===== config.mk =====
export PLATFORM = sky130hd
export DESIGN_NAME = up_router
export DESIGN_NICKNAME = d
export VERILOG_FILES = /design/src/rtl/up_router_pkg.sv /design/src/rtl/up_router_decode.sv /design/src/rtl/up_router.sv
export SDC_FILE = /design/constraint.sdc
export NUM_CORES = 1
export LEC_CHECK = 0
export CAP_MARGIN = 20
export CORE_AREA = 2 2 120 122
export DETAILED_ROUTE_END_ITERATION = 10
export DIE_AREA = 0 0 122 124
export HOLD_SLACK_MARGIN = 0.12
export PLACE_DENSITY = 0.81
export SYNTH_ARGS = -nofsm -noshare
export SYNTH_HDL_FRONTEND = slang
export SYNTH_SLANG_ARGS = --single-unit
export TNS_END_PERCENT = 5

===== constraint.sdc =====
create_clock -name clk -period 5.3 [get_ports clk]
set_clock_uncertainty 0.1 [all_clocks]
set_input_delay 0.53 -clock clk [delete_from_list [all_inputs] [get_ports clk]]
set_output_delay 0.53 -clock clk [all_outputs]
set_load 0.02 [all_outputs]

===== src/rtl/up_router_pkg.sv =====
// Shared definitions for the uP register router: FSM encoding and width helpers.
package up_router_pkg;

  typedef enum logic [2:0] {
    IDLE    = 3'd0,
    RD_WAIT = 3'd1,
    WR_WAIT = 3'd2,
    RESP    = 3'd3,
    HOLD    = 3'd4
  } state_t;

  function automatic int clog2(input int n);
    int r;
    r = 0;
    for (int v = 1; v < n; v = v * 2) r++;
    return r;
  endfunction

  // Slave index needs at least one bit even with a single slave.
  function automatic int sel_width(input int num_slaves);
    return (num_slaves > 1) ? clog2(num_slaves) : 1;
  endfunction

  function automatic int cnt_width(input int timeout_cycles);
    return clog2(timeout_cycles + 1);
  endfunction

endpackage


===== src/rtl/up_router_decode.sv =====
// Address window decode: slave index, in-range flag and window-local address.
module up_router_decode #(
  parameter int ADDRESS_WIDTH   = 16,
  parameter int SLAVE_ADDR_BITS = 8,
  parameter int NUM_SLAVES      = 4,
  parameter int SEL_WIDTH       = 2
) (
  input  logic [ADDRESS_WIDTH-1:0] addr,
  output logic [SEL_WIDTH-1:0]     idx,
  output logic                     valid,
  output logic [ADDRESS_WIDTH-1:0] local_addr
);

  localparam int IDX_W = ADDRESS_WIDTH - SLAVE_ADDR_BITS;

  logic [IDX_W-1:0] full_idx;

  always_comb begin
    full_idx   = addr[ADDRESS_WIDTH-1:SLAVE_ADDR_BITS];
    // Compare the whole upper field so aliases above NUM_SLAVES never decode.
    valid      = (32'(full_idx) < 32'(NUM_SLAVES));
    idx        = full_idx[SEL_WIDTH-1:0];
    local_addr = ADDRESS_WIDTH'(addr[SLAVE_ADDR_BITS-1:0]);
  end

endmodule


===== src/rtl/up_router.sv =====
// Routes one uP register bus to NUM_SLAVES banks by address window, one access at a time,
// self-acking decode errors and slave timeouts so the upstream bus never hangs.
module up_router
  import up_router_pkg::*;
#(
  parameter int ADDRESS_WIDTH   = 16,
  parameter int BUS_WIDTH       = 4,
  parameter int NUM_SLAVES      = 4,
  parameter int SLAVE_ADDR_BITS = 8,
  parameter int TIMEOUT_CYCLES  = 255,
  parameter logic [BUS_WIDTH*8-1:0] ERROR_DATA = 'hDEADBEEF
) (
  input  logic                               clk,
  input  logic                               rst,
  input  logic                               up_rreq,
  output logic                               up_rack,
  input  logic [ADDRESS_WIDTH-1:0]           up_raddr,
  output logic [BUS_WIDTH*8-1:0]             up_rdata,
  input  logic                               up_wreq,
  output logic                               up_wack,
  input  logic [ADDRESS_WIDTH-1:0]           up_waddr,
  input  logic [BUS_WIDTH*8-1:0]             up_wdata,
  output logic [NUM_SLAVES-1:0]              m_up_rreq,
  input  logic [NUM_SLAVES-1:0]              m_up_rack,
  output logic [ADDRESS_WIDTH-1:0]           m_up_raddr,
  input  logic [NUM_SLAVES*BUS_WIDTH*8-1:0]  m_up_rdata,
  output logic [NUM_SLAVES-1:0]              m_up_wreq,
  input  logic [NUM_SLAVES-1:0]              m_up_wack,
  output logic [ADDRESS_WIDTH-1:0]           m_up_waddr,
  output logic [BUS_WIDTH*8-1:0]             m_up_wdata,
  output logic                               err
);

  localparam int DW        = BUS_WIDTH * 8;
  localparam int SEL_WIDTH = sel_width(NUM_SLAVES);
  localparam int CNT_WIDTH = cnt_width(TIMEOUT_CYCLES);
  localparam logic [CNT_WIDTH-1:0] CNT_MAX  = CNT_WIDTH'(TIMEOUT_CYCLES);
  localparam logic [CNT_WIDTH-1:0] CNT_LAST = CNT_WIDTH'(TIMEOUT_CYCLES - 1);

  state_t                   state;
  logic                     is_rd;
  logic [SEL_WIDTH-1:0]     sel;
  logic [CNT_WIDTH-1:0]     cnt;

  logic [ADDRESS_WIDTH-1:0] dec_addr;
  logic [SEL_WIDTH-1:0]     dec_idx;
  logic                     dec_valid;
  logic [ADDRESS_WIDTH-1:0] dec_local;

  logic                     sel_rack;
  logic                     sel_wack;
  logic [DW-1:0]            sel_rdata;
  logic                     timeout;

  // Reads win when both requests are up, so decode the read address first.
  assign dec_addr = up_rreq ? up_raddr : up_waddr;

  up_router_decode #(
    .ADDRESS_WIDTH  (ADDRESS_WIDTH),
    .SLAVE_ADDR_BITS(SLAVE_ADDR_BITS),
    .NUM_SLAVES     (NUM_SLAVES),
    .SEL_WIDTH      (SEL_WIDTH)
  ) u_decode (
    .addr      (dec_addr),
    .idx       (dec_idx),
    .valid     (dec_valid),
    .local_addr(dec_local)
  );

  always_comb begin
    sel_rack  = 1'b0;
    sel_wack  = 1'b0;
    sel_rdata = '0;
    for (int i = 0; i < NUM_SLAVES; i++) begin
      if (sel == SEL_WIDTH'(i)) begin
        sel_rack  = m_up_rack[i];
        sel_wack  = m_up_wack[i];
        sel_rdata = m_up_rdata[i*DW +: DW];
      end
    end
    timeout = (cnt >= CNT_LAST);
  end

  always_ff @(posedge clk or posedge rst) begin
    if (rst) begin
      state      <= IDLE;
      is_rd      <= 1'b0;
      sel        <= '0;
      cnt        <= '0;
      up_rack    <= 1'b0;
      up_wack    <= 1'b0;
      up_rdata   <= '0;
      err        <= 1'b0;
      m_up_rreq  <= '0;
      m_up_wreq  <= '0;
      m_up_raddr <= '0;
      m_up_waddr <= '0;
      m_up_wdata <= '0;
    end else begin
      up_rack <= 1'b0;
      up_wack <= 1'b0;
      err     <= 1'b0;
      unique case (state)
        IDLE: begin
          if (up_rreq || up_wreq) begin
            is_rd <= up_rreq;
            sel   <= dec_idx;
            cnt   <= '0;
            if (up_rreq) begin
              m_up_raddr <= dec_local;
            end else begin
              m_up_waddr <= dec_local;
              m_up_wdata <= up_wdata;
            end
            if (dec_valid) begin
              if (up_rreq) begin
                m_up_rreq <= NUM_SLAVES'(1) << dec_idx;
                state     <= RD_WAIT;
              end else begin
                m_up_wreq <= NUM_SLAVES'(1) << dec_idx;
                state     <= WR_WAIT;
              end
            end else begin
              err <= 1'b1;
              if (up_rreq) begin
                up_rack  <= 1'b1;
                up_rdata <= ERROR_DATA;
              end else begin
                up_wack  <= 1'b1;
              end
              state <= RESP;
            end
          end
        end
        RD_WAIT: begin
          if (sel_rack || timeout) begin
            m_up_rreq <= '0;
            up_rack   <= 1'b1;
            up_rdata  <= sel_rack ? sel_rdata : ERROR_DATA;
            err       <= !sel_rack;
            state     <= RESP;
          end else if (cnt != CNT_MAX) begin
            cnt <= cnt + 1'b1;
          end
        end
        WR_WAIT: begin
          if (sel_wack || timeout) begin
            m_up_wreq <= '0;
            up_wack   <= 1'b1;
            err       <= !sel_wack;
            state     <= RESP;
          end else if (cnt != CNT_MAX) begin
            cnt <= cnt + 1'b1;
          end
        end
        RESP: state <= HOLD;
        HOLD: begin
          if (is_rd ? !up_rreq : !up_wreq) state <= IDLE;
        end
        default: state <= IDLE;
      endcase
    end
  end

endmodule


Yosys cells after proc, flatten, opt, wreduce, memory -nomap -nowiden --
Index checks and enable logic that the tools add are counted. W data, S select, Z words.
Word-level totals: word-level logic and storage cells 113, bits in registers 105, output and inout port bits 107, input bits 204
Cells by class: magnitude comparators 2, add/subtract/negate cells 1, equal/unequal tests 18, shift-type cells 1, reduce and logical (&&, ||, !) cells 20, multiplexer cells 57, bitwise gates (word level) 1
Operator list (number):
- $mux W32 | 9
- $pmux W32 S2 | 1
- $mux W4 | 8
- $mux W8 | 4
- $pmux W8 S3 | 1
- $mux W1 | 21
- $ne A2 B2 Y1 const B | 10
- $mux W16 | 1
- $pmux W4 S2 | 2
- $mux W3 | 5
- $pmux W3 S5 | 1
- $reduce_and A5 Y1 | 3
- $add A8 B1 Y8 const B | 1
- $ge A8 B8 Y1 const B | 1
- $lt A8 B3 Y1 const B | 1
- $ne A8 B8 Y1 const B | 1
- $reduce_and A4 Y1 | 2
- $eq A3 B2 Y1 const B | 2
- $reduce_and A3 Y1 | 2
- $eq A2 B2 Y1 const B | 2
- $logic_not A1 Y1 | 4
- $pmux W1 S2 | 2
- $reduce_bool A2 Y1 | 2
- $shl A1 B2 Y4 const A | 1
- other kinds (11) | 13

Longest topological paths before layout --
Gate-level depths: netlist of run 1.
depth after elaboration 8, mapped depth 8, gate-level depth less buffers 6

Cells and area by module --
A second synthesis of run 1 with hierarchy kept.
Unflattened totals: cells, all modules 429, area total of the unflattened synthesis 5930.7 µm²
By module, submodules not included:
- up_router | seq. area each 3027.9 µm², times used 1, cells each 408, area each 5774.3 µm²
- up_router_decode | seq. area each 0.0 µm², times used 1, cells each 21, area each 156.4 µm²

Worst setup path after synthesis of run 1 --
OpenSTA, ideal clock, no wires.
path type in2reg, start point input port m_up_rack[3], end point register cnt[3], data required time 5.123 ns, library setup time 0.077 ns, path buffers 2, arrival 2.286 ns, setup slack 2.836 ns, stages on the path 7, cells stage by stage mux4_2 > and2_4 > buf_6 > a221o_1 > buf_6 > or4_1 > a21oi_1
Between the ends: word-level cells in the longest chain between the ends 4
RTL lines:
- from (decl) | RTL line up_router.sv:24 | input logic [NUM_SLAVES-1:0] m_up_rack,
- $mux W1 | RTL line up_router.sv:75 | if (sel == SEL_WIDTH'(i)) begin
- $logic_or A1 B1 Y1 | RTL line up_router.sv:136 | if (sel_rack || timeout) begin
- $ne A2 B2 Y1 (no line)
- $reduce_and A4 Y1 (no line)
- to (signal assigned) | RTL line up_router.sv:143 | cnt <= cnt + 1'b1;
- to (signal assigned) | RTL line up_router.sv:153 | cnt <= cnt + 1'b1;
- to (decl) | RTL line up_router.sv:43 | logic [CNT_WIDTH-1:0] cnt;
Every way passes these cells. A chain may end at the register's enable or synchronous reset.

Worst setup path in the final report of run 1 --
start point input port up_waddr[13], end point register up_rdata[19]
Between the ends: word-level cells in the longest chain between the ends 4
RTL lines:
- from (decl) | RTL line up_router.sv:21 | input logic [ADDRESS_WIDTH-1:0] up_waddr,
- $mux W16 | RTL line up_router.sv:56 | assign dec_addr = up_rreq ? up_raddr : up_waddr;
- $lt A8 B3 Y1 | RTL line up_router_decode.sv:21 | valid = (32'(full_idx) < 32'(NUM_SLAVES));
- $ne A2 B2 Y1 (no line)
- $reduce_and A5 Y1 (no line)
- to (signal assigned) | RTL line up_router.sv:139 | up_rdata <= sel_rack ? sel_rdata : ERROR_DATA;
- to (decl) | RTL line up_router.sv:18 | output logic [BUS_WIDTH*8-1:0] up_rdata,
Every way passes these cells.

==> flow_metrics.py, run 1 <==
metrics = {
    "synth": {
        "syn_inst": 391,
        "synth_seq_cells": 105,
        "synth.distinct_cells": 41,
        "mappedNetlistArea_um2": 5200,
        "synth_flop_cell": "dfrtp_1",
        "ys_seq_area_frac": 0.505,
        "synth_area_per_cell_um2": 13.3,
        "yosysWarnings": 0,
        "async_flop_share": 1.00,
        "synth_edf_count": 0,
    },
    "worst_hold_path": {
        "worstHoldPathCells": 1,
        "hold_class": "flop to flop",
    },
    "power": {
        "switching_share": 0.370,
        "clockPowerShare": 0.146,
        "power_uw": 4420,
        "p_comb_frac": 0.553,
        "pwr-share-seq": 0.301,
        "p_leak_uw": 0.00338,
        "ir_drop_uv": 189,
        "switchingPower_uw": 1640,
        "power.density_nw_per_um2": 517,
        "p_int_uw": 2790,
    },
    "cells_and_area": {
        "layout_commonest_cell": "clkdlybuf4s50_1",
        "syn2layout_area_growth_pct": 64.5,
        "multi_input_area_um2": 2360,
        "nNetsFinal": 881,
        "regArea_um2": 2630,
        "layout_common_cells": "294 x clkdlybuf4s50_1, 104 x dfrtp_1, 56 x mux2_2, 34 x mux4_2, 25 x o22a_1",
        "antennaDiodeCount": 0,
        "design_area_um2": 8560,
        "drive_gt1_frac": 0.174,
        "fillCellCount": 1054,
    },
    "critical_path": {
        "startpoint": "up_waddr[13]",
        "cp-end-kind": "flop",
        "crit_buf_inv": 2,
        "r2r_start": "sel[0]",
        "path_common_cell": "o22a_1",
        "crit_fanout": 22,
        "worst_r2r_path_depth": 5,
        "slowest_stage": "nor4_1",
        "cp_top_family": "simple AND/OR/NAND/NOR gates",
        "r2r_slack_ns": 2.48,
        "path_class": "input port to flop",
        "cp_cell_sequence": "clkdlybuf4s50_1, or4_1, nor4_1, nor3_1, o22a_1, buf_16, o22a_1",
        "cp.depth": 7,
        "cp.arrival_ns": 3.03,
        "r2r_end": "cnt[3]",
        "start_kind": "input port",
        "endpoint": "up_rdata[19]",
        "required_ns": 5.42,
        "critPathMaxStageDelay_ns": 0.55,
    },
    "global_route": {
        "overflow": 0,
        "grt_antenna_before_repair": 0,
        "grtUsageTotal": 0.197,
        "grt_pass1_vias": 4632,
        "grt_pass1_wl_um": 23100,
        "grt_start_max_net_pins": 62,
    },
    "timing": {
        "slew_headroom": 0.281,
        "worst_pin_slew_ns": 1.08,
        "fmax_mhz": 343,
        "setup_tns_ns": 0,
        "rsz0062_at_grt": "false",
        "finalMaxSlewViolations": 0,
        "finalCritPeriodShare": 0.550,
        "finalWorstSetupSlack_ns": 2.39,
        "finalSetupViolCount": 0,
        "finalHoldViolCount": 0,
        "min_period_ns": 2.91,
    },
    "floorplanning": {
        "std_cell_rows": 43,
        "die-area_um2": 15100,
        "core_um2": 13700,
        "num_io_pins": 311,
        "die_y_um": 124,
        "start_util": 0.379,
        "die_w_um": 122,
    },
    "placement": {
        "place_area_um2": 8230,
        "dp_hpwl_um": 12300,
        "dp_slack_ns": 1.90,
        "port_buffers": 294,
        "routabilityCongestion": 0.845,
    },
    "clock_network": {
        "cts_root_buf": "clkbuf_16",
        "cts.sink_count": 105,
        "clk_path_buf_depth": 2,
        "cts_buffers": 9,
        "cts_setup_buffers": 0,
        "clock_latency_ns": 0.33,
        "tritoncts": "yes",
        "htree_levels": 3,
        "post_cts_resized": 0,
        "clkTransAtPathRegs_ns": 0.07,
        "cts_hold_buf": 0,
    },
    "routing": {
        "wl_um": 15100,
        "drt_iter0_drc": 199,
        "vias_per_cell": 5.09,
        "wl_per_cell_um": 17.5,
        "drc_errors": 0,
        "antenna_left": 0,
        "vias": 4381,
        "dr.pass1.iters": 4,
    },
    "run": {
        "maxCapViolations": 0,
    },
    "status": {
        "status": "completed",
    },
}
state kept, by name, indices dropped and copies added, names as in the netlist:
signal,cells
m_up_wdata,32
up_rdata,32
cnt,8
m_up_raddr,8
m_up_waddr,8
m_up_rreq,4
m_up_wreq,4
state,3
sel,2
err,1
is_rd,1
up_rack,1
up_wack,1
metrics by stage:
step | util | std cells | hold WS, ns
after floorplan | - | 406 | 0.357
after global placement | 0.600 | 843 | 0.382
after detailed placement | 0.600 | 843 | 0.394
after CTS | 0.622 | 859 | 0.409
after global routing | 0.624 | 860 | 0.419
final | 0.624 | 860 | 0.403
cells by family (layout without fill, tap and decap cells):
| family | after synthesis | after routing | synth area share |
|---|---|---|---|
| flip-flops | 105 | 105 | 0.505 |
| AND/OR/NAND/NOR | 70 | 70 | 0.0674 |
| other | 1 | 16 | 0.000721 |
| buffers and inverters | 51 | 325 | 0.0527 |
| multiplexers | 93 | 93 | 0.274 |
| adder cells (fa/ha/maj) | 2 | 2 | 0.00481 |
| XOR/XNOR | 1 | 1 | 0.00168 |
| AO/OA/AOI/OAI | 68 | 68 | 0.0933 |
worst min-delay path by stage:
stage	startpoint	endpoint	slack, ns
2_1_floorplan	cnt[7]	cnt[7]	0.36
3_3_place_gp	is_rd	is_rd	0.38
3_5_place_dp	m_up_wdata[21]	m_up_wdata[21]	0.39
4_1_cts	m_up_wdata[21]	m_up_wdata[21]	0.41
5_1_grt	m_up_wdata[26]	m_up_wdata[26]	0.42
6_report	up_rdata[31]	up_rdata[31]	0.40
power by group through the flow:
stage	clock network (uW)	registers, uW	logic [uW]
after detailed placement	0	1350	2440
after floorplan	0	1670	1120
after global routing	699	1370	2610
after CTS	665	1330	2440
final	646	1330	2450
after global placement	0	1320	2370
layout make-up:
| cell class | instances | area share |
|---|---|---|
| multi-input cells | 250 | 0.276 |
| clock buffers | 13 | 0.0328 |
| clock inverters | 3 | 0.00263 |
| flip-flops and latches | 105 | 0.307 |
| inverters | 11 | 0.00512 |
| well taps | 180 | 0.0263 |
| repair buffers | 298 | 0.350 |
cells in the mapped netlist, drive strengths merged, types with 2 or more instances:
| cell | n | share of area |
|---|---|---|
| a21o | 2 | 0.0029 |
| a21oi | 6 | 0.0058 |
| and2 | 3 | 0.0041 |
| and3 | 3 | 0.0036 |
| buf | 24 | 0.033 |
| clkbuf | 16 | 0.012 |
| dfrtp | 105 | 0.51 |
| ha | 2 | 0.0048 |
| inv | 11 | 0.0079 |
| mux2 | 56 | 0.12 |
| mux2i | 3 | 0.0058 |
| mux4 | 34 | 0.15 |
| nand2 | 19 | 0.014 |
| nand2b | 3 | 0.0036 |
| nand3 | 4 | 0.0038 |
| nor2 | 19 | 0.014 |
| nor3 | 3 | 0.0029 |
| nor3b | 2 | 0.0029 |
| nor4 | 2 | 0.0024 |
| o21ai | 20 | 0.019 |
| o22a | 25 | 0.042 |
| o31ai | 9 | 0.013 |
| or2 | 3 | 0.0036 |
| or3 | 2 | 0.0024 |
| or4 | 3 | 0.0043 |
per-layer routing:
layer,global-route usage,share of wire,vias to the layer above
li1,-,-,1998
met1,0.213,0.35,2136
met2,0.381,0.55,221
met3,0.0385,0.075,26
met4,0.0690,0.021,0
met5,0,0,-
(Power assumes the default switching activity.)
==> run 2: changes to the inputs <==
--- a/config.mk
+++ b/config.mk
@@ -6,9 +6,9 @@
 export NUM_CORES = 1
 export LEC_CHECK = 0
 export CAP_MARGIN = 20
-export CORE_AREA = 2 2 120 122
+export CORE_MARGIN = 2
+export CORE_UTILIZATION = 38
 export DETAILED_ROUTE_END_ITERATION = 10
-export DIE_AREA = 0 0 122 124
 export HOLD_SLACK_MARGIN = 0.12
 export PLACE_DENSITY = 0.81
 export SYNTH_ARGS = -nofsm -noshare
==> constraint.sdc (replaced) <==
create_clock -name clk -period 2.7 [get_ports clk]
set_clock_uncertainty 0.1 [all_clocks]
set_input_delay 0.27 -clock clk [delete_from_list [all_inputs] [get_ports clk]]
set_output_delay 0.27 -clock clk [all_outputs]
set_load 0.02 [all_outputs]
==> flow_metrics.py, run 2 (synthesis results as in run 1) <==
metrics = {
    "power": {
        "ir_drop_uv": 394,
        "p_leak_uw": 0.00345,
        "power_uw": 9000,
        "power.density_nw_per_um2": 1040,
    },
    "critical_path": {
        "r2r_end": "cnt[4]",
        "cp_cell_sequence": "or3_1, nor2_1, nor2_1, or4_1, a21oi_1",
        "cp_top_family": "simple AND/OR/NAND/NOR gates",
        "required_ns": 2.86,
        "path_class": "flop to flop",
        "start_kind": "flop",
        "path_common_cell": "nor2_1",
        "crit_fanout": 9,
        "critPathMaxStageDelay_ns": 0.55,
        "slowest_stage": "or4_1",
        "cp-end-kind": "flop",
        "cp.arrival_ns": 2.69,
        "crit_buf_inv": 0,
        "r2r_start": "state[0]",
        "worst_r2r_path_depth": 5,
        "r2r_slack_ns": 0.17,
    },
    "clock_network": {
        "cts_root_buf": "clkbuf_16",
        "clock_latency_ns": 0.34,
        "clkTransAtPathRegs_ns": 0.07,
        "cts_hold_buf": 0,
        "clk_path_buf_depth": 2,
        "post_cts_resized": 0,
        "cts_buffers": 9,
        "cts_setup_buffers": 0,
        "tritoncts": "yes",
        "htree_levels": 3,
        "cts.sink_count": 105,
    },
    "floorplanning": {
        "start_util": 0.391,
        "die_w_um": 121,
        "die-area_um2": 14600,
        "core_um2": 13300,
        "die_y_um": 121,
        "std_cell_rows": 42,
        "num_io_pins": 311,
    },
    "routing": {
        "vias_per_cell": 5.21,
        "dr.pass1.iters": 6,
        "wl_um": 16100,
        "vias": 4509,
        "wl_per_cell_um": 18.6,
        "drc_errors": 0,
        "antenna_left": 0,
        "drt_iter0_drc": 232,
    },
    "cells_and_area": {
        "layout_commonest_cell": "clkdlybuf4s50_1",
        "fin_util": 0.653,
        "layout_common_cells": "294 x clkdlybuf4s50_1, 104 x dfrtp_1, 56 x mux2_2, 34 x mux4_2, 25 x o22a_1",
        "drive_gt1_frac": 0.184,
        "nNetsFinal": 890,
        "stdcell_count": 866,
        "fillCellCount": 1035,
        "largestRegisters": "m_up_wdata: 32 flops, up_rdata: 32 flops",
        "syn2layout_area_growth_pct": 66.9,
    },
    "global_route": {
        "overflow": 0,
        "grt_pass1_vias": 4772,
        "grt_start_max_net_pins": 106,
        "grtUsageTotal": 0.218,
        "grt_antenna_before_repair": 1,
        "grt_pass1_wl_um": 24600,
    },
    "placement": {
        "port_buffers": 294,
        "dp_hpwl_um": 12700,
        "dp.cells": 849,
        "routabilityCongestion": 0.813,
    },
    "timing": {
        "slew_headroom": 0.599,
        "worst_pin_slew_ns": 0.601,
        "finalHoldViolCount": 0,
        "fmax_mhz": 396,
        "hold_ws_ns": 0.348,
        "rsz0062_at_grt": "false",
        "finalCritPeriodShare": 0.936,
        "finalSetupViolCount": 0,
        "min_period_ns": 2.53,
        "finalMaxSlewViolations": 0,
        "setup_tns_ns": 0,
    },
    "worst_hold_path": {
        "hold_class": "input port to async pin",
    },
    "run": {
        "maxCapViolations": 0,
    },
    "status": {
        "status": "completed",
    },
}
[run 2: final cells by class]
cell class,instances,area [um^2],area share
clock buffer,9,225,0.0259
timing repair buffer,307,3080,0.355
antenna,1,2.50,0.000288
inverter,11,45.0,0.00519
sequential,105,2630,0.303
tap,176,220,0.0254
clock inverter,7,118,0.0135
multi-input combinational,250,2360,0.272
[run 2: metal layers]
layer / vias up / global-route usage / wire (um)
li1: 2015 / - / -
met1: 2211 / 0.244 / 5670
met2: 250 / 0.409 / 8930
met3: 33 / 0.0465 / 1130
met4: 0 / 0.0741 / 414
met5: - / 0 / 0
[run 2: worst max-delay path by stage]
stage,start,to,slack (ns),cells after the start
6_report,state[0],cnt[4],0.17,5
5_1_grt,state[0],cnt[4],0.09,5
4_1_cts,state[0],cnt[4],0.22,5
3_5_place_dp,m_up_rack[1],cnt[4],0.08,7
3_3_place_gp,m_up_rack[3],cnt[3],0.15,6
2_1_floorplan,sel[0],cnt[3],0.24,8
[run 2: through the flow]
step	cell area [um^2]	worst slack, ns
2_1_floorplan	5260	0.237
3_3_place_gp	8340	0.150
3_5_place_dp	8340	0.0783
4_1_cts	8680	0.215
5_1_grt	8680	0.0937
6_report	8680	0.172
[run 2: worst min-delay path, cell delays in order]
cell	delay, ns
clkdlybuf4s50_1	0.45
clkinvlp_4	0.10
buf_12	0.42
[run 2: power by group]
part | switching (uW) | internal [uW]
sequential | 403 | 2230
clock | 567 | 908
combinational | 2330 | 2570
==> run 3: changes to the inputs <==
--- a/config.mk
+++ b/config.mk
@@ -5,12 +5,15 @@
 export SDC_FILE = /design/constraint.sdc
 export NUM_CORES = 1
 export LEC_CHECK = 0
+export ABC_CLOCK_PERIOD_IN_PS = 2700
 export CAP_MARGIN = 20
 export CORE_MARGIN = 2
 export CORE_UTILIZATION = 38
+export CTS_CLUSTER_DIAMETER = 150
 export DETAILED_ROUTE_END_ITERATION = 10
 export HOLD_SLACK_MARGIN = 0.12
 export PLACE_DENSITY = 0.81
+export SLEW_MARGIN = 30
 export SYNTH_ARGS = -nofsm -noshare
 export SYNTH_HDL_FRONTEND = slang
 export SYNTH_SLANG_ARGS = --single-unit
==> results of run 3 <==
The final DEF is identical to that of run 2; final timing and power are the same.
==> variant 1, RTL diff (flow settings as in run 2) <==
`ADDRESS_WIDTH` is set to 16 in 2 places; all go to 17.
--- a/src/rtl/up_router_decode.sv
+++ b/src/rtl/up_router_decode.sv
@@ -1,6 +1,6 @@
 // Address window decode: slave index, in-range flag and window-local address.
 module up_router_decode #(
-  parameter int ADDRESS_WIDTH   = 16,
+  parameter int ADDRESS_WIDTH   = 17,
   parameter int SLAVE_ADDR_BITS = 8,
   parameter int NUM_SLAVES      = 4,
   parameter int SEL_WIDTH       = 2
--- a/src/rtl/up_router.sv
+++ b/src/rtl/up_router.sv
@@ -3,7 +3,7 @@
 module up_router
   import up_router_pkg::*;
 #(
-  parameter int ADDRESS_WIDTH   = 16,
+  parameter int ADDRESS_WIDTH   = 17,
   parameter int BUS_WIDTH       = 4,
   parameter int NUM_SLAVES      = 4,
   parameter int SLAVE_ADDR_BITS = 8,
Interface: changed (resized m_up_raddr, m_up_waddr, up_raddr and up_waddr); port bits go from 311 to 315. No check against the original RTL was run, so the function may have changed too.
==> variant 1 against run 2 <==
Combinational power fell by 7.6%; sequential cell count did not move; routed wire length fell by 1.2%; setup slack improved by 0.13 ns; clock power fell by 14%; die area rose by 1.4%; design area rose by 0.30%; cell count rose by 1.3%; sequential share of layout area fell by 0.091 points; hold slack got worse by 0.070 ns; power fell by 6.4%; synthesized cell count rose by 1.8%; synthesized area rose by 1.5%.
==> variant 1: results (changes against run 2) <==
outcome: "completed"  # unchanged
synth_common_cells: "dfrtp_1, mux2_1, nand2_1"  # was dfrtp_1, mux2_2, mux4_2
vias: 4523  # was 4509
numPortBuffers: 296  # was 294
drt_iter0_markers: 206  # was 232
hpwl_um: 13100  # was 12700 µm
yosysSeqAreaShare: 0.498  # was 0.505
synth_fa_ha_area_frac: 0.00474  # was 0.00481
ys_types: 54  # was 41
routabilityCongestion: 0.840  # was 0.813
rr_worst_depth: 6  # was 5
antenna_found_initial: 0  # was 1
cp_slowest_stage_delay_ns: 0.46  # was 0.55 ns
grt_pass1_vias: 4735  # was 4772
htreeDepth: 3  # unchanged
wl_met3_um: 1230  # was 1130 µm
nNetsFinal: 900  # was 890
grt_use_met1: 0.236  # was 0.244
synthMuxAreaShare: 0.257  # was 0.274
met2_usage: 0.396  # was 0.409
p_leak_nw: 3.53  # was 3.45 nW
ir_drop_v: 0.000383  # was 0.000394 V
maxSlewHeadroom: 0.536  # was 0.599
clk_share: 0.0341  # was 0.0395
n_all_buffers: 308  # was 307
synth.area.top_cells: "dfrtp_1, mux4_2, mux2_1"  # was dfrtp_1, mux4_2, mux2_2
routed-wl-met2_um: 8470  # was 8930 µm
drt_pass1_iterations: 4  # was 6
synth_xor_xnor_area_share: 0  # was 0.00168
clock_latency_ns: 0.34  # about the same
syn2layout_area_growth_pct: 64.9  # was 66.9%
crit_arrival_ns: 2.52  # was 2.69 ns
synth_area_um2: 5280  # was 5200 µm²
grt_first_pass_wirelength_um: 23800  # was 24600 µm
drt-total-wl_um: 16000  # was 16100 µm
dp_slack_ns: 0.333  # was 0.0783 ns
drive_above_1_share: 0.109  # was 0.184
nonClkBufAreaFrac: 0.355  # about the same
fillers: 1041  # was 1035
r2r-start: "cnt[0]"  # was state[0]
multi_input_gates: 265  # was 250
multi_input_area_share: 0.282  # was 0.272
gr-usage-all-layers: 0.210  # was 0.218
hp-class: "in -> async"  # unchanged
crit_path_top_delay_cell: "dfrtp_1"  # was or4_1
n_all_inverters: 3  # was 11
cp_max_fo: 8  # was 9
grt_max_degree: 41  # was 106
r2r_end: "cnt[6]"  # was cnt[4]
grt_use_met3: 0.0398  # was 0.0465
wl_met1_um: 5830  # was 5670 µm
synth_compound_gate_area_share: 0.101  # was 0.0933
antenna_cells: 0  # was 1
placed_area_um2: 8410  # was 8340 µm²
worst_slack_ns: 0.306  # was 0.172 ns
==> variant 1: metrics by stage <==
step,total power [mW],instances,util,hold WS [ns]
after CTS,8.53,877,0.635,0.292
after global placement,7.08,861,0.613,0.357
after detailed placement,7.23,861,0.613,0.363
final,8.43,877,0.635,0.278
after global routing,8.93,877,0.635,0.323
after floorplan,5.25,415,-,0.275
==> variant 1: power breakdown <==
part | internal [mW] | leakage [nW] | total [mW] | switching [mW]
registers | 2.22 | 1.25 | 2.62 | 0.402
logic | 2.34 | 2.14 | 4.52 | 2.18
clock network | 0.654 | 0.146 | 1.28 | 0.629
total | 5.22 | 3.53 | 8.43 | 3.21
==> variant 1: worst max-delay path: cells and delay by family (launching register included) <==
| kind | cells | cell delay [ns] |
|---|---|---|
| flops | 1 | 0.46 |
| compound gates | 3 | 0.87 |
| fa+ha+maj | 1 | 0.27 |
| simple gates | 2 | 0.57 |
==> variant 2, RTL diff (config.mk and constraints of run 2) <==
Without the edit above. Make the reset (`rst`) synchronous in one clocked block.
--- a/src/rtl/up_router.sv
+++ b/src/rtl/up_router.sv
@@ -81,7 +81,7 @@
     timeout = (cnt >= CNT_LAST);
   end
 
-  always_ff @(posedge clk or posedge rst) begin
+  always_ff @(posedge clk) begin
     if (rst) begin
       state      <= IDLE;
       is_rd      <= 1'b0;
Behaviour: differs if rst is asserted again (counterexample within 4 cycles, from zero or initial values and one cycle with rst high); with rst held inactive, the same outputs for 4 cycles.
==> variant 2 against run 2 <==
Non-clock buffer count up 3; hold slack better by 0.0055 ns; synthesized area down 1.1%; routed wire length up 1.7%; sequential cell count unchanged; utilization down 1.2 points; critical path depth up 1; via count up 16%; count of clock-buffer cells in the layout unchanged; setup slack better by 0.27 ns; design area down 2.3%.
Power is not compared: it rests on default switching activity, and its combinational part moved more than twofold at a synthesized area within 25%.
==> variant 2: results (changes against run 2) <==
vias: 5228  # was 4509
routabilityCongestion: 0.903  # was 0.813
numPortBuffers: 294  # unchanged
dp_slack_ns: 0.146  # was 0.0783 ns
timing.hold.ws_ns: 0.354  # was 0.348 ns
synth.area.top_cells: "dfxtp_1, mux4_2, nand2_1"  # was dfrtp_1, mux4_2, mux2_2
maxSlewHeadroom: 0.472  # was 0.599
yosysSeqAreaShare: 0.408  # was 0.505
synthMuxAreaShare: 0.173  # was 0.274
min_to: "m_up_raddr[4]"
grt_first_pass_wirelength_um: 25700  # was 24600 µm
r2r-start: "sel[0]"  # was state[0]
cts_buffers: 9  # unchanged
reg.largest.list: "m_up_wdata x32, up_rdata x32"  # unchanged
ir_drop_v: 0.000365
grt_overflow: 0  # unchanged
fillers: 1124  # was 1035
r2r_end: "cnt[4]"  # unchanged
crit_arrival_ns: 2.44  # was 2.69 ns
grt_pass1_vias: 5264  # was 4772
post_cts_resized: 0  # unchanged
gr-usage-all-layers: 0.223  # was 0.218
reg2reg_slack_ns: 0.44  # was 0.17 ns
antenna_cells: 0  # was 1
yosys_warnings: 0  # unchanged
drive_above_1_share: 0.0918  # was 0.184
hold_path_depth: 2
post-cts-setup-buffer-count: 0  # unchanged
outcome: "completed"  # unchanged
hp-start: "m_up_raddr[4]"
grt_max_degree: 82  # was 106
synth_common_cells: "nand2_1, dfxtp_1, nor2_1"  # was dfrtp_1, mux2_2, mux4_2
async_flop_share: 0  # was 1.00
antenna_found_initial: 0  # was 1
clkTransAtPathRegs_ns: 0.08
nNetsFinal: 1062  # was 890
rr_worst_depth: 6  # was 5
post_drt_wl_per_cell_um: 15.8  # was 18.6 µm
cts-root-buf: "clkbuf_16"  # unchanged
synth_fa_ha_area_frac: 0.00486  # was 0.00481
p_leak_nw: 3.04
hpwl_um: 12900  # was 12700 µm
grt_use_met3: 0.0401  # was 0.0465
cp_max_fo: 9  # unchanged
ys_types: 51  # was 41
hp-class: "reg -> reg"  # was in -> async
met2_usage: 0.429  # was 0.409
cts_max_path_buffers: 2  # unchanged
htreeDepth: 3  # unchanged
drt_iter0_markers: 177  # was 232
grt_use_met1: 0.235  # was 0.244
synth_xor_xnor_area_share: 0.00340  # was 0.00168
drt_pass1_iterations: 5  # was 6
synth_compound_gate_area_share: 0.154  # was 0.0933
synthFlopType: "dfxtp_1"  # was dfrtp_1
clock_latency_ns: 0.35
==> variant 2: layer usage <==
layer	vias to the layer above	share of wire
met3	38	0.059
met4	0	0.034
met2	193	0.55
met1	2464	0.35
li1	2533	-
met5	-	0
==> variant 2: how the worst max path moves through the flow <==
stage,start,to,slack (ns),depth (start not counted)
finish,sel[0],cnt[4],0.44,6
global route,state[1],up_rack,0.32,6
CTS,sel[0],cnt[4],0.42,6
detailed placement,m_up_wack[0],cnt[4],0.15,7
global placement,m_up_wack[0],cnt[5],0.18,7
floorplan,sel[1],cnt[1],0.51,7
==> variant 2: area by class of cell <==
| type | instances | area share |
|---|---|---|
| inverters | 7 | 0.00310 |
| well taps | 176 | 0.0260 |
| clock buffers | 9 | 0.0265 |
| repair buffers | 310 | 0.361 |
| flip-flops and latches | 105 | 0.248 |
| clock inverters | 7 | 0.00929 |
| multi-input cells | 423 | 0.326 |
==> variant 2: through the flow <==
stage	instances	area (µm²)
floorplan	595	5200
global placement	1021	8180
detailed placement	1021	8180
CTS	1037	8480
global route	1037	8480
finish	1037	8480
==> variant 2: cell families after synthesis <==
kind of cell,Yosys count
AND/OR/NAND/NOR,235
AO/OA/AOI/OAI,122
flip-flops,105
buffers and inverters,67
multiplexers,46
adder cells (fa/ha/maj),2
XOR/XNOR,2
other,1
==> variant 2: power by group <==
part           total [mW]  switching, mW  internal [mW]
clock                1.31          0.649          0.660
combinational        2.08           1.00           1.07
sequential           1.91          0.143           1.76
total                5.30           1.80           3.50
==> variant 2: critical path, cell delays in order (launching register included) <==
cell and delay, ns:
dfxtp_2 0.36, mux4_2 0.56, a32oi_2 0.30, o2111ai_2 0.17, buf_4 0.21, or3_1 0.34
a21oi_1 0.15
